<file path="src/rtl/wtime_pkg.sv">
// Shared constants, types and helpers for the wait-time estimator.
package wtime_pkg;

  localparam int P_W      = 3;
  localparam int T_MAX    = 3;
  localparam int T_W      = 2;
  localparam int WT_W     = 5;
  localparam int SVC_TIME = 2;

  localparam int DEPTH = T_MAX * (2 ** P_W);
  localparam int IDX_W = $clog2(DEPTH);

  typedef logic [WT_W-1:0]  wt_t;
  typedef logic [IDX_W-1:0] idx_t;

  localparam wt_t WT_SAT = '1;

  localparam logic [0:0] ST_INIT  = 1'b0;
  localparam logic [0:0] ST_READY = 1'b1;

  // Row-major table index; rows start at tcount=1.
  function automatic idx_t tbl_idx(input logic [T_W-1:0] t, input logic [P_W-1:0] p);
    int raw;
    raw = (int'(t) - 1) * (2 ** P_W) + int'(p);
    return raw[IDX_W-1:0];
  endfunction

  function automatic logic t_ok(input logic [T_W-1:0] t);
    return (int'(t) >= 1) && (int'(t) <= T_MAX);
  endfunction

endpackage

</file>
<file path="src/rtl/wtime_init_seq.sv">
// Walks every (tcount, pcount) cell once after reset and produces the
// default entry ceil(p/t)*SVC_TIME (saturated) without a divider.
module wtime_init_seq
  import wtime_pkg::*;
(
  input  logic             clk,
  input  logic             rst,
  output logic             init_we,
  output idx_t             init_addr,
  output wt_t              init_data,
  output logic             init_last
);

  logic           active_q, active_d;
  logic [T_W-1:0] t_q, t_d;
  logic [P_W-1:0] p_q, p_d;
  logic [T_W-1:0] r_q, r_d;   // (p-1) mod t for the current column
  wt_t            acc_q, acc_d;

  logic           hit;
  logic           row_end;
  logic [WT_W:0]  sum;
  wt_t            acc_nxt;

  // Accumulator steps by SVC_TIME each time a new group of t people starts.
  always_comb begin
    hit       = (p_q != '0) && (r_q == '0);
    sum       = {1'b0, acc_q} + (hit ? (WT_W+1)'(SVC_TIME) : '0);
    acc_nxt   = (sum > {1'b0, WT_SAT}) ? WT_SAT : sum[WT_W-1:0];
    row_end   = (p_q == '1);
    init_last = active_q && row_end && (t_q == T_W'(T_MAX));
    init_we   = active_q;
    init_addr = tbl_idx(t_q, p_q);
    init_data = acc_nxt;

    active_d = active_q;
    t_d      = t_q;
    p_d      = p_q;
    r_d      = r_q;
    acc_d    = acc_q;
    if (active_q) begin
      if (row_end) begin
        p_d   = '0;
        r_d   = '0;
        acc_d = '0;
        t_d   = t_q + T_W'(1);
        if (init_last) active_d = 1'b0;
      end else begin
        p_d   = p_q + P_W'(1);
        acc_d = acc_nxt;
        if (p_q != '0) r_d = (r_q == t_q - T_W'(1)) ? '0 : r_q + T_W'(1);
      end
    end
  end

  // Walker registers; reset restarts the walk at row 1, column 0.
  always_ff @(posedge clk or posedge rst) begin
    if (rst) begin
      active_q <= 1'b1;
      t_q      <= T_W'(1);
      p_q      <= '0;
      r_q      <= '0;
      acc_q    <= '0;
    end else begin
      active_q <= active_d;
      t_q      <= t_d;
      p_q      <= p_d;
      r_q      <= r_d;
      acc_q    <= acc_d;
    end
  end

endmodule

</file>
<file path="src/rtl/wtime_table.sv">
// Programmable queue wait-time table with valid/ready lookup and host writes.
// Optional countdown of the last looked-up wait time: define WTIME_COUNTDOWN_EN.
module wtime_table
  import wtime_pkg::*;
(
  input  logic             clk,
  input  logic             rst,
  output logic             init_busy,
  input  logic             req_valid,
  output logic             req_ready,
  input  logic [T_W-1:0]   req_tcount,
  input  logic [P_W-1:0]   req_pcount,
  output logic             rsp_valid,
  output logic [WT_W-1:0]  rsp_wtime,
  output logic             rsp_err,
  input  logic             wr_en,
  input  logic [T_W-1:0]   wr_tcount,
  input  logic [P_W-1:0]   wr_pcount,
  input  logic [WT_W-1:0]  wr_data,
`ifdef WTIME_COUNTDOWN_EN
  input  logic             tick,
  output logic [WT_W-1:0]  cd_wtime,
  output logic             cd_done,
`endif
  output logic             wr_err
);

  logic [0:0] state_q, state_d;
  logic       init_we, init_last;
  idx_t       init_addr;
  wt_t        init_data;

  wtime_init_seq u_init (
    .clk       (clk),
    .rst       (rst),
    .init_we   (init_we),
    .init_addr (init_addr),
    .init_data (init_data),
    .init_last (init_last)
  );

  logic accept, rd_en, host_we, ram_we, wr_err_d;
  idx_t ram_waddr;
  wt_t  ram_wdata;

  wt_t  mem [DEPTH];
  wt_t  rd_q;
  wt_t  hold_q;
  logic rsp_valid_q, rsp_err_q, wr_err_q;

  // Control decode and write-port mux (init walker owns the port during INIT).
  always_comb begin
    state_d   = (state_q == ST_INIT && init_last) ? ST_READY : state_q;
    init_busy = (state_q == ST_INIT);
    req_ready = (state_q == ST_READY);
    accept    = req_valid && req_ready;
    rd_en     = accept && t_ok(req_tcount);
    host_we   = wr_en && (state_q == ST_READY) && t_ok(wr_tcount);
    wr_err_d  = wr_en && !host_we;
    ram_we    = init_we || host_we;
    ram_waddr = init_we ? init_addr : tbl_idx(wr_tcount, wr_pcount);
    ram_wdata = init_we ? init_data : wr_data;
  end

  // FSM state and response/status flags.
  always_ff @(posedge clk or posedge rst) begin
    if (rst) begin
      state_q     <= ST_INIT;
      rsp_valid_q <= 1'b0;
      rsp_err_q   <= 1'b0;
      wr_err_q    <= 1'b0;
      hold_q      <= '0;
    end else begin
      state_q     <= state_d;
      rsp_valid_q <= accept;
      wr_err_q    <= wr_err_d;
      if (accept)      rsp_err_q <= !t_ok(req_tcount);
      if (rsp_valid_q) hold_q    <= rsp_wtime;
    end
  end

  // Table RAM: one write port, one sync read port; a same-cycle read sees the old entry.
  always_ff @(posedge clk) begin
    if (ram_we) mem[ram_waddr] <= ram_wdata;
    if (rd_en)  rd_q <= mem[tbl_idx(req_tcount, req_pcount)];
  end

  // Response data is only meaningful while rsp_valid; otherwise the last value is held.
  always_comb begin
    rsp_valid = rsp_valid_q;
    rsp_err   = rsp_err_q;
    wr_err    = wr_err_q;
    if (rsp_valid_q) rsp_wtime = rsp_err_q ? '0 : rd_q;
    else             rsp_wtime = hold_q;
  end

`ifdef WTIME_COUNTDOWN_EN
  wt_t  cd_q, cd_d;
  logic cd_done_q;

  // Reload on a good response, otherwise count down on tick and stop at zero.
  always_comb begin
    cd_d = cd_q;
    if (rsp_valid_q && !rsp_err_q)  cd_d = rsp_wtime;
    else if (tick && cd_q != '0)    cd_d = cd_q - WT_W'(1);
  end

  // Countdown register and the 1->0 completion pulse.
  always_ff @(posedge clk or posedge rst) begin
    if (rst) begin
      cd_q      <= '0;
      cd_done_q <= 1'b0;
    end else begin
      cd_q      <= cd_d;
      cd_done_q <= (cd_q == WT_W'(1)) && (cd_d == '0);
    end
  end

  assign cd_wtime = cd_q;
  assign cd_done  = cd_done_q;
`endif

endmodule
</file>
<file path="config.mk">
export PLATFORM = sky130hd
export DESIGN_NAME = wtime_table
export DESIGN_NICKNAME = d
export VERILOG_FILES = /design/src/rtl/wtime_pkg.sv /design/src/rtl/wtime_init_seq.sv /design/src/rtl/wtime_table.sv
export SDC_FILE = /design/constraint.sdc
export NUM_CORES = 1
export LEC_CHECK = 0
export CAP_MARGIN = 30
export CORE_MARGIN = 2
export CORE_UTILIZATION = 55
export DETAILED_ROUTE_END_ITERATION = 12
export PLACE_DENSITY_LB_ADDON = 0.2
export SLEW_MARGIN = 10
export SYNTH_ARGS = -nofsm -noshare
export SYNTH_HDL_FRONTEND = slang
export SYNTH_HIERARCHICAL = 1
export SYNTH_SLANG_ARGS = --single-unit
</file>
<file path="constraint.sdc">
create_clock -name clk -period 3.5 [get_ports clk]
set_input_delay 1.05 -clock clk [delete_from_list [all_inputs] [get_ports clk]]
set_output_delay 1.05 -clock clk [all_outputs]
set_load 0.02 [all_outputs]
</file>
Word-level counts from Yosys, hierarchy flattened:

Memory sizes are Yosys's and may differ from the RTL's. A register that Yosys moved wholly into a read port is not among the register bits.
Index checks and enable logic that the tools add are counted.

* word-level logic and storage cells: 62
* ROM bits: 0
* memories: 1
* output and inout port bits: 10
* RAM bits: 120
* register bits after elaboration: 22
* bits in latches: 0

Memory list
* mem: words 24, bits a word 5, rd ports 1, clocked after Yosys merged registers in 1, write ports 1, RTL line wtime_table.sv:46 `wt_t mem [DEPTH];`

* add/sub/neg operators: 11
* eq/ne operators: 3
* bitwise gates (word level): 1
* reduce and logical (&&, ||, !) cells: 17
* multiplexer cells: 16
* magnitude comparators: 3
* shift-type cells: 0
* multipliers: 0
* divide/modulo/power cells: 0

Operators with widths (number)
* 5-bit 2-to-1 mux: 6
* 5-bit by 4-bit adder with 5-bit output: 3
* 1-bit logical AND: 9
* 2-bit 2-to-1 mux: 4
* 2-bit by 1-bit subtractor with 2-bit output (second input constant): 4
* 5-bit by 6-bit adder with 6-bit output: 1
* 6-bit by 5-bit greater-than comparator with 1-bit output (second input constant): 1
* 1-bit 2-to-1 mux: 5
* 2-bit by 1-bit adder with 2-bit output (second input constant): 2
* 2-bit by 1-bit greater-or-equal comparator with 1-bit output (second input constant): 2
* 2-bit AND reduction: 2
* 3-bit by 1-bit adder with 3-bit output (second input constant): 1
* 3-bit equality test (second input constant): 1
* 3-bit 2-to-1 mux: 1
* 3-bit nonzero test: 1
* 2-bit equality test: 1
* 2-bit equality test (second input constant): 1
* 1-bit logical NOT: 2
* 2-bit logical NOT: 1
* 2-bit nonzero test: 1
* 1-bit logical OR: 1
* 1-bit inverter: 1

Logic depth before layout (Yosys ltp):

Gate-level depths: netlist (run 1).

* word-level depth: 7
* gate-level depth with buffers: 9
* mapped depth without buffers: 9

By module:

The synthesis (run 1) kept the hierarchy.

By module, submodules not included
* wtime_table: cells an instance 331, area each 5599.1 µm², sequential area each 3978.8 µm², times used 1
* wtime_init_seq: cells an instance 71, area each 730.7 µm², sequential area each 327.8 µm², times used 1

Worst setup path after synthesis (run 1):

Ideal clock, no wire load.

* kind: input-to-reg
* from: in wr_tcount[0]
* to: mem mem[12][0] (netlist bit), enable pin
* cell stages on the path: 6
* path slack: 0.990 ns
* required time: 3.160 ns
* arrival: 2.170 ns
* cells stage by stage: inv_1 > ha_1 > inv_1 > o32ai_1 > a21bo_2 > nor2_1

* word-level cells in the longest chain between the ends: 5

RTL lines
* start: declaration: RTL line wtime_table.sv:17 `input logic [T_W-1:0] wr_tcount,`
* branches (longest 5 deep; another with 5-bit by 4-bit adder with 5-bit output)
* end: declaration: RTL line wtime_table.sv:46

Several ways; the timed one is not identified.

Final worst setup path (run 1):

* from: reg rsp_valid_q, in the netlist rsp_valid
* to: out rsp_wtime[0]

* word-level cells in the longest chain between the ends: 1

RTL lines
* start: declaration: RTL line wtime_table.sv:49 `logic rsp_valid_q, rsp_err_q, wr_err_q;`
* start signal: assignment: RTL line wtime_table.sv:75 `rsp_valid_q <= accept;`
* 5-bit 2-to-1 mux: RTL line wtime_table.sv:93 `if (rsp_valid_q) rsp_wtime = rsp_err_q ? '0 : rd_q;`
* end: declaration: RTL line wtime_table.sv:14 `output logic [WT_W-1:0] rsp_wtime,`

No other way between the ends.

==> metrics.md, run 1 <==
| Metric | Value |
|---|---|
| Yosys warns | 6 |
| Crit path buf inv count | 1 |
| Final ANT Viol Nets | 0 |
| # hold bufs at CTS | 0 |
| Final hold violations | 0 |
| Port bufs | 28 |
| Sink Count | 147 |
| CP cell instances | nor2b_1 > nand2_1 > o21ai_0 > clkdlybuf4s50_1 |
| WHS | 0.4718 ns |
| Die Span Y | 111.3 um |
| Most common cell in the netlist | edfxtp_1 |
| Register area share after synthesis | 68.04% |
| Leakage power | 2.651 nW |
| Main combinational cell family by area after synthesis | multiplexers |
| Critical Path AT | 2.12 ns |
| Gpl congestion | 0.8289 |
| GRT overflow | 0 |
| Mux contribution to synthesized area | 13.50% |
| Vias per inst | 5.837 |
| Status | complete, no violations |
| Setup violations, final | 0 |
| Final min period | 3.167 ns |
| MaxCap Viol Count | 0 |
| CTS tree | done |
| ANT cells | 0 |
| Clock transition at path regs | 0.06 ns |
| Yosys reg bits | 147 |
| Slowest stage delay, CP | 0.63 ns |
| First drt pass iteration count | 4 |
| First-pass GRT wire length | 20,660 um |
| Area contributors post-synth | edfxtp_1, dfrtp_1, mux2i_1 |
| Number of remaining DRC errors | 0 |
| Synth Instances | 402 |
| Xor and xnor fraction of the mapped netlist area | 0.4151% |
| Initial DRC Count | 302 |
| Core area | 11,320 um2 |
| CTS resizes | 0 |
| P&R area growth vs syn | 16.66% |
| Ys async rst share | 14.97% |
| P per Cell Area | 543.3 nW/um2 |
| Final-stage net count | 472 |
| Post-synth EDFFs | 125 |
| RSZ-0062 raised after global routing | no |
| Vias in the first global route | 3,617 |
| Synthesized-area fraction occupied by adder cells | 1.779% |
| Slew Limit Headroom | 54.98% |
| Setup Skew | 0.005656 ns |
| Latest clock arrival within the worst-skew pair | 0.42 ns |
| Number of cell rows | 39 |
| Critical path class | reg -> out |
| Vias | 3,502 |
| Synth Area in Compound Gates | 5.989% |
| Syn nets | 430 |
| Area leader, netlist | edfxtp_1 |
| Hold Crit Class | reg -> reg |
| Die area | 12,380 um2 |
| Initial Utilization | 55.91% |
| Final critical-path share of the clock period | 90.50% |
| Post-Syn Area | 6330 um2 |
| Main flop type after synthesis | edfxtp_1 |
| WP data required | 2.45 ns |
| Die Width | 111.3 um |
| Max Freq | 315.7 MHz |
| Top delay family on crit path | buffers and inverters |
| Drt wl/cell | 21.55 um |
| Clk buf depth | 2 |
| Startpoint Class | flip-flop |
| Final wirelength | 12,930 um |
| Root Buffer | clkbuf_16 |
| Tot GR Track Use | 22.60% |
| Crit end category | output port |
| Commonest cells in the netlist | edfxtp_1, nor2_1, mux2i_1, nand2_1, inv_1 |
| Synth top area share | 59.30% |
| Synth cell types | 51 |
| Post-detail-place hpwl | 8605 um |
| Simple-Gate Fraction of Synth Area | 6.859% |
| Setup_tns | 0 ns |
| Average size of a mapped cell | 15.75 um2 |
| Io pins | 29 |
| Max VDD drop | 0.3842 mV |
| Max Slew Vio Count | 0 |
| Slowest CP cell | clkdlybuf4s50_1 |
| Layout Utilization | 65.23% |
| Setup Buffers After CTS | 0 |
| Crit path max fanout | 13 |
| Final Total Pwr | 0.004012 W |
| Largest net degree at the start of global routing | 31 |
| Antenna violations before repair | 0 |
| Num CTS Buffers | 17 |
| Least-Margin Pin Slew | 0.6582 ns |
| Layout cells sized above 1 | 17.29% |
| H-tree levels | 4 |
worst paths after layout:
| kind | from | end | slack, ns | cells past startpoint |
|---|---|---|---|---|
| max | rsp_valid | rsp_wtime[0] | 0.33 | 4 |
| min | rd_q[2] | hold_q[2] | 0.47 | 2 |
| max reg2reg | u_init/p_q[0] | mem[14][3] | 0.96 | 9 |
| min reg2reg | rd_q[2] | hold_q[2] | 0.47 | 2 |
| max in group asynchronous | rst | u_init/init_we | 2.14 | 2 |
| min in group asynchronous | rst | req_ready | 0.95 | 2 |
flip-flops by register name (all words and copies together) (netlist names):
register / cells
u_init/p_q: 3
u_init/t_q: 2
u_init/acc_q: 5
rd_q: 5
hold_q: 5
u_init/init_we: 1
rsp_valid: 1
rsp_err: 1
wr_err: 1
u_init/r_q: 2
mem: 120
req_ready: 1
logic make-up after synthesis:
| family | Yosys count |
|---|---|
| buffers and inverters | 37 |
| DFF | 147 |
| xor gates and xnor gates | 3 |
| muxes | 59 |
| adders and majority gates | 9 |
| AOI/OAI and AO/OA | 55 |
| and+or+nand+nor | 92 |
through the flow:
step,cells,setup WS [ns],area [um2]
final,600,0.3326,7385
after floorplan,402,0.9903,6330
after global routing,600,0.1269,7385
after detailed placement,568,0.1454,6753
after CTS,600,0.2719,7385
after global placement,568,0.2560,6753
area by class of cell:
cell class	count	area, um2
clock buffers	18	429.2
fillers	822	3936
well taps	143	178.9
multi-input cells	218	1807
repair buffers	38	375.4
flip-flops and latches	147	4307
inverters	22	85.08
clock inverters	14	202.7
cell usage in the layout, fill, tap and decap left out, drive strengths merged, types with 3 or more instances in the layout:
| master | n |
|---|---|
| nand3 | 5 |
| clkinvlp | 3 |
| nor2 | 31 |
| ha | 9 |
| mux2 | 17 |
| inv | 26 |
| dfrtp | 20 |
| mux2i | 25 |
| clkdlybuf4s50 | 27 |
| a22o | 5 |
| nor2b | 9 |
| buf | 11 |
| o22ai | 5 |
| nand2 | 25 |
| clkbuf | 18 |
| clkinv | 3 |
| edfxtp | 125 |
| o221ai | 3 |
| bufinv | 4 |
| nand2b | 9 |
| o21ai | 12 |
| a22oi | 3 |
| a21oi | 11 |
| mux4 | 17 |
report_power, final:
group	switching [W]	leakage, nW	internal, W
logic	0.000103	0.931	0.0000760
registers	0.000000171	1.42	0.00190
clock network	0.000726	0.299	0.00120
worst reg2reg max path, stage by stage, from the launching register on:
cell and delay [ns]:
dfrtp_1 0.42, inv_1 0.09, ha_1 0.17, nand2b_1 0.07, and2_1 0.17, ha_1 0.21
ha_1 0.24, nor2b_1 0.15, a21oi_1 0.18, mux2_2 0.55
per-layer routing:
layer / vias up / part of all wire [%] / track usage (%) / wire length [um]
met5: - / 0 / 0 / 0
met4: 0 / 1.1 / 7.407 / 146
met3: 13 / 4.5 / 5.085 / 579
met2: 92 / 50 / 36.59 / 6507
met1: 1770 / 44 / 30.78 / 5696
li1: 1627 / - / - / -
(Power assumes the default switching activity.)
==> inputs of run 2 (changes only) <==
- CORE_UTILIZATION: 55 -> 30
==> run 2 against run 1 <==
  * Clock skew up 0.0047 ns
  * Combinational power about the same
  * Critical path type unchanged
  * Cell area is 1.3% higher
  * Total power is 6.4% lower
  * Sequential power is essentially flat
  * Sequential share of layout area down 0.74 points
  * Largest power group is now sequential cells
  * Critical path depth unchanged
  * Wire length is 5.9% higher
  * Sequential cell count unchanged
  * Register-to-register slack got worse by 0.02 ns
==> metrics.md, run 2 (synthesized netlist as in run 1, its figures left out) <==
| Metric | Value |
|---|---|
| Status | complete, no violations |
| Die area | 22,280 um2 |
| Leakage power | 2.629 nW |
| Slowest CP cell | clkdlybuf4s50_1 |
| Core area | 20,890 um2 |
| Vias in the first global route | 3,590 |
| Top Layer Used | met4 |
| Least-Margin Pin Slew | 0.6103 ns |
| RR Startpoint | u_init/p_q[0] |
| CP cell instances | nor2b_1 > nand2_1 > o21ai_0 > clkdlybuf4s50_1 |
| WP data required | 2.45 ns |
| Post-detail-place hpwl | 9346 um |
| Slew Limit Headroom | 59.31% |
| Clk buf depth | 2 |
| Io pins | 29 |
| Met3 routed WL | 474 um |
| Most frequent cells in the layout | edfxtp_1, nor2_1, clkdlybuf4s50_1, nand2_1, mux2i_1 |
| Setup violations, final | 0 |
| WHS | 0.4668 ns |
| Layout cells sized above 1 | 15.90% |
| R2R Path End | mem[5][4] |
| Number of cell rows | 53 |
| Initial DRC Count | 276 |
| Antenna violations before repair | 0 |
| Crit path max fanout | 13 |
| Number of remaining DRC errors | 0 |
| Setup Buffers After CTS | 0 |
| P per Cell Area | 502.0 nW/um2 |
| Largest net degree at the start of global routing | 31 |
| Flop-to-flop setup slack | 0.94 ns |
| ANT cells | 0 |
| Fill cells | 1,980 |
| Reg with most FFs | mem |
| Initial Utilization | 30.30% |
| Max Freq | 320.9 MHz |
| Hold Crit Depth | 2 |
| Hold Path Origin | rd_q[1] |
| Max Slew Vio Count | 0 |
| Die Width | 149.3 um |
| Port bufs | 28 |
| GRT overflow | 0 |
| Max FFs per register | 120 |
| Hold Crit Class | reg -> reg |
| Final-stage net count | 476 |
| Gpl congestion | 0.7696 |
| Final hold violations | 0 |
| Drt wl/cell | 18.66 um |
| Root Buffer | clkbuf_16 |
| Top delay family on crit path | buffers and inverters |
| Critical path class | reg -> out |
| WL met1 | 6517 um |
| Most common cell after layout, fill and taps aside | edfxtp_1 |
| H-tree levels | 4 |
| Final min period | 3.116 ns |
| Crit end category | output port |
| Sink Count | 147 |
| Final ANT Viol Nets | 0 |
| RSZ-0062 raised after global routing | no |
| CTS tree | done |
| Min-Delay Endpoint | hold_q[1] |
| Num CTS Buffers | 17 |
| Setup_tns | 0 ns |
| # hold bufs at CTS | 0 |
| Startpoint Class | flip-flop |
| Met2 Wirelength | 6517 um |
| First-pass GRT wire length | 21,440 um |
| Critical Path AT | 2.07 ns |
| Final wirelength | 13,700 um |
| Setup Skew | 0.01031 ns |
| R2R cell count | 9 |
| Clock transition at path regs | 0.05 ns |
| Latest clock arrival within the worst-skew pair | 0.42 ns |
| Final critical-path share of the clock period | 89.03% |
| Vias | 3,489 |
| CTS resizes | 0 |
| Crit path buf inv count | 1 |
| Die Span Y | 149.3 um |
| MaxCap Viol Count | 0 |
| P&R area growth vs syn | 18.17% |
| First drt pass iteration count | 4 |
| Slowest stage delay, CP | 0.63 ns |
| Max VDD drop | 0.2694 mV |
| Tot GR Track Use | 13.22% |
| Vias per inst | 4.753 |
run 2: cell count changes in the layout (fill, tap and decap cells not counted), sizes merged:
cell,previous run,this run
buf,11,15
clkbuf,18,22
clkinv,3,5
clkinvlp,3,1
inv,26,22
bufinv,4,2
run 2: metrics by stage:
step	power [W]	area [um2]	util [%]	setup WS (ns)	cells
2_1_floorplan	0.002055	6330	-	0.9903	402
3_3_place_gp	0.002123	6948	33.26	0.2502	704
3_5_place_dp	0.002122	6948	33.26	0.1324	704
4_1_cts	0.003806	7480	35.81	0.3379	734
5_1_grt	0.003885	7480	35.81	0.2012	734
6_report	0.003755	7480	35.81	0.3839	734
run 2: where the power goes:
part	switching [W]	internal, W
sequential	0.000000139	0.00190
clock	0.000643	0.00103
combinational	0.000104	0.0000747
run 2: final cells by class:
type | instances | area (um2) | area share [%]
Tap cell | 275 | 344.1 | 4.600
Multi-Input combinational cell | 218 | 1807 | 24.16
Timing Repair Buffer | 42 | 405.4 | 5.420
Inverter | 22 | 85.08 | 1.138
Sequential cell | 147 | 4307 | 57.58
Clock inverter | 8 | 87.58 | 1.171
Clock buffer | 22 | 444.2 | 5.938
run 2: worst max path at each step:
| stage | startpoint | to | slack, ns | cells past startpoint |
|---|---|---|---|---|
| finish | rsp_valid | rsp_wtime[2] | 0.38 | 4 |
| global route | rsp_valid | rsp_wtime[2] | 0.20 | 4 |
| CTS | rsp_valid | rsp_wtime[2] | 0.34 | 4 |
| detailed placement | wr_tcount[0] | mem[13][2] | 0.13 | 7 |
| global placement | wr_tcount[0] | mem[13][2] | 0.25 | 7 |
| floorplan | wr_tcount[0] | mem[12][0] | 0.99 | 6 |
run 2: worst min-delay path, cell delays in order, from the launching register on:
cell	delay (ns)
edfxtp_1	0.31
nand2_1	0.05
o21ai_0	0.06
run 2: per-layer routing:
metal	track usage, %	vias to the layer above
met5	0	-
met3	3.609	13
met1	17.72	1785
met4	4.286	0
li1	-	1632
met2	20.90	59
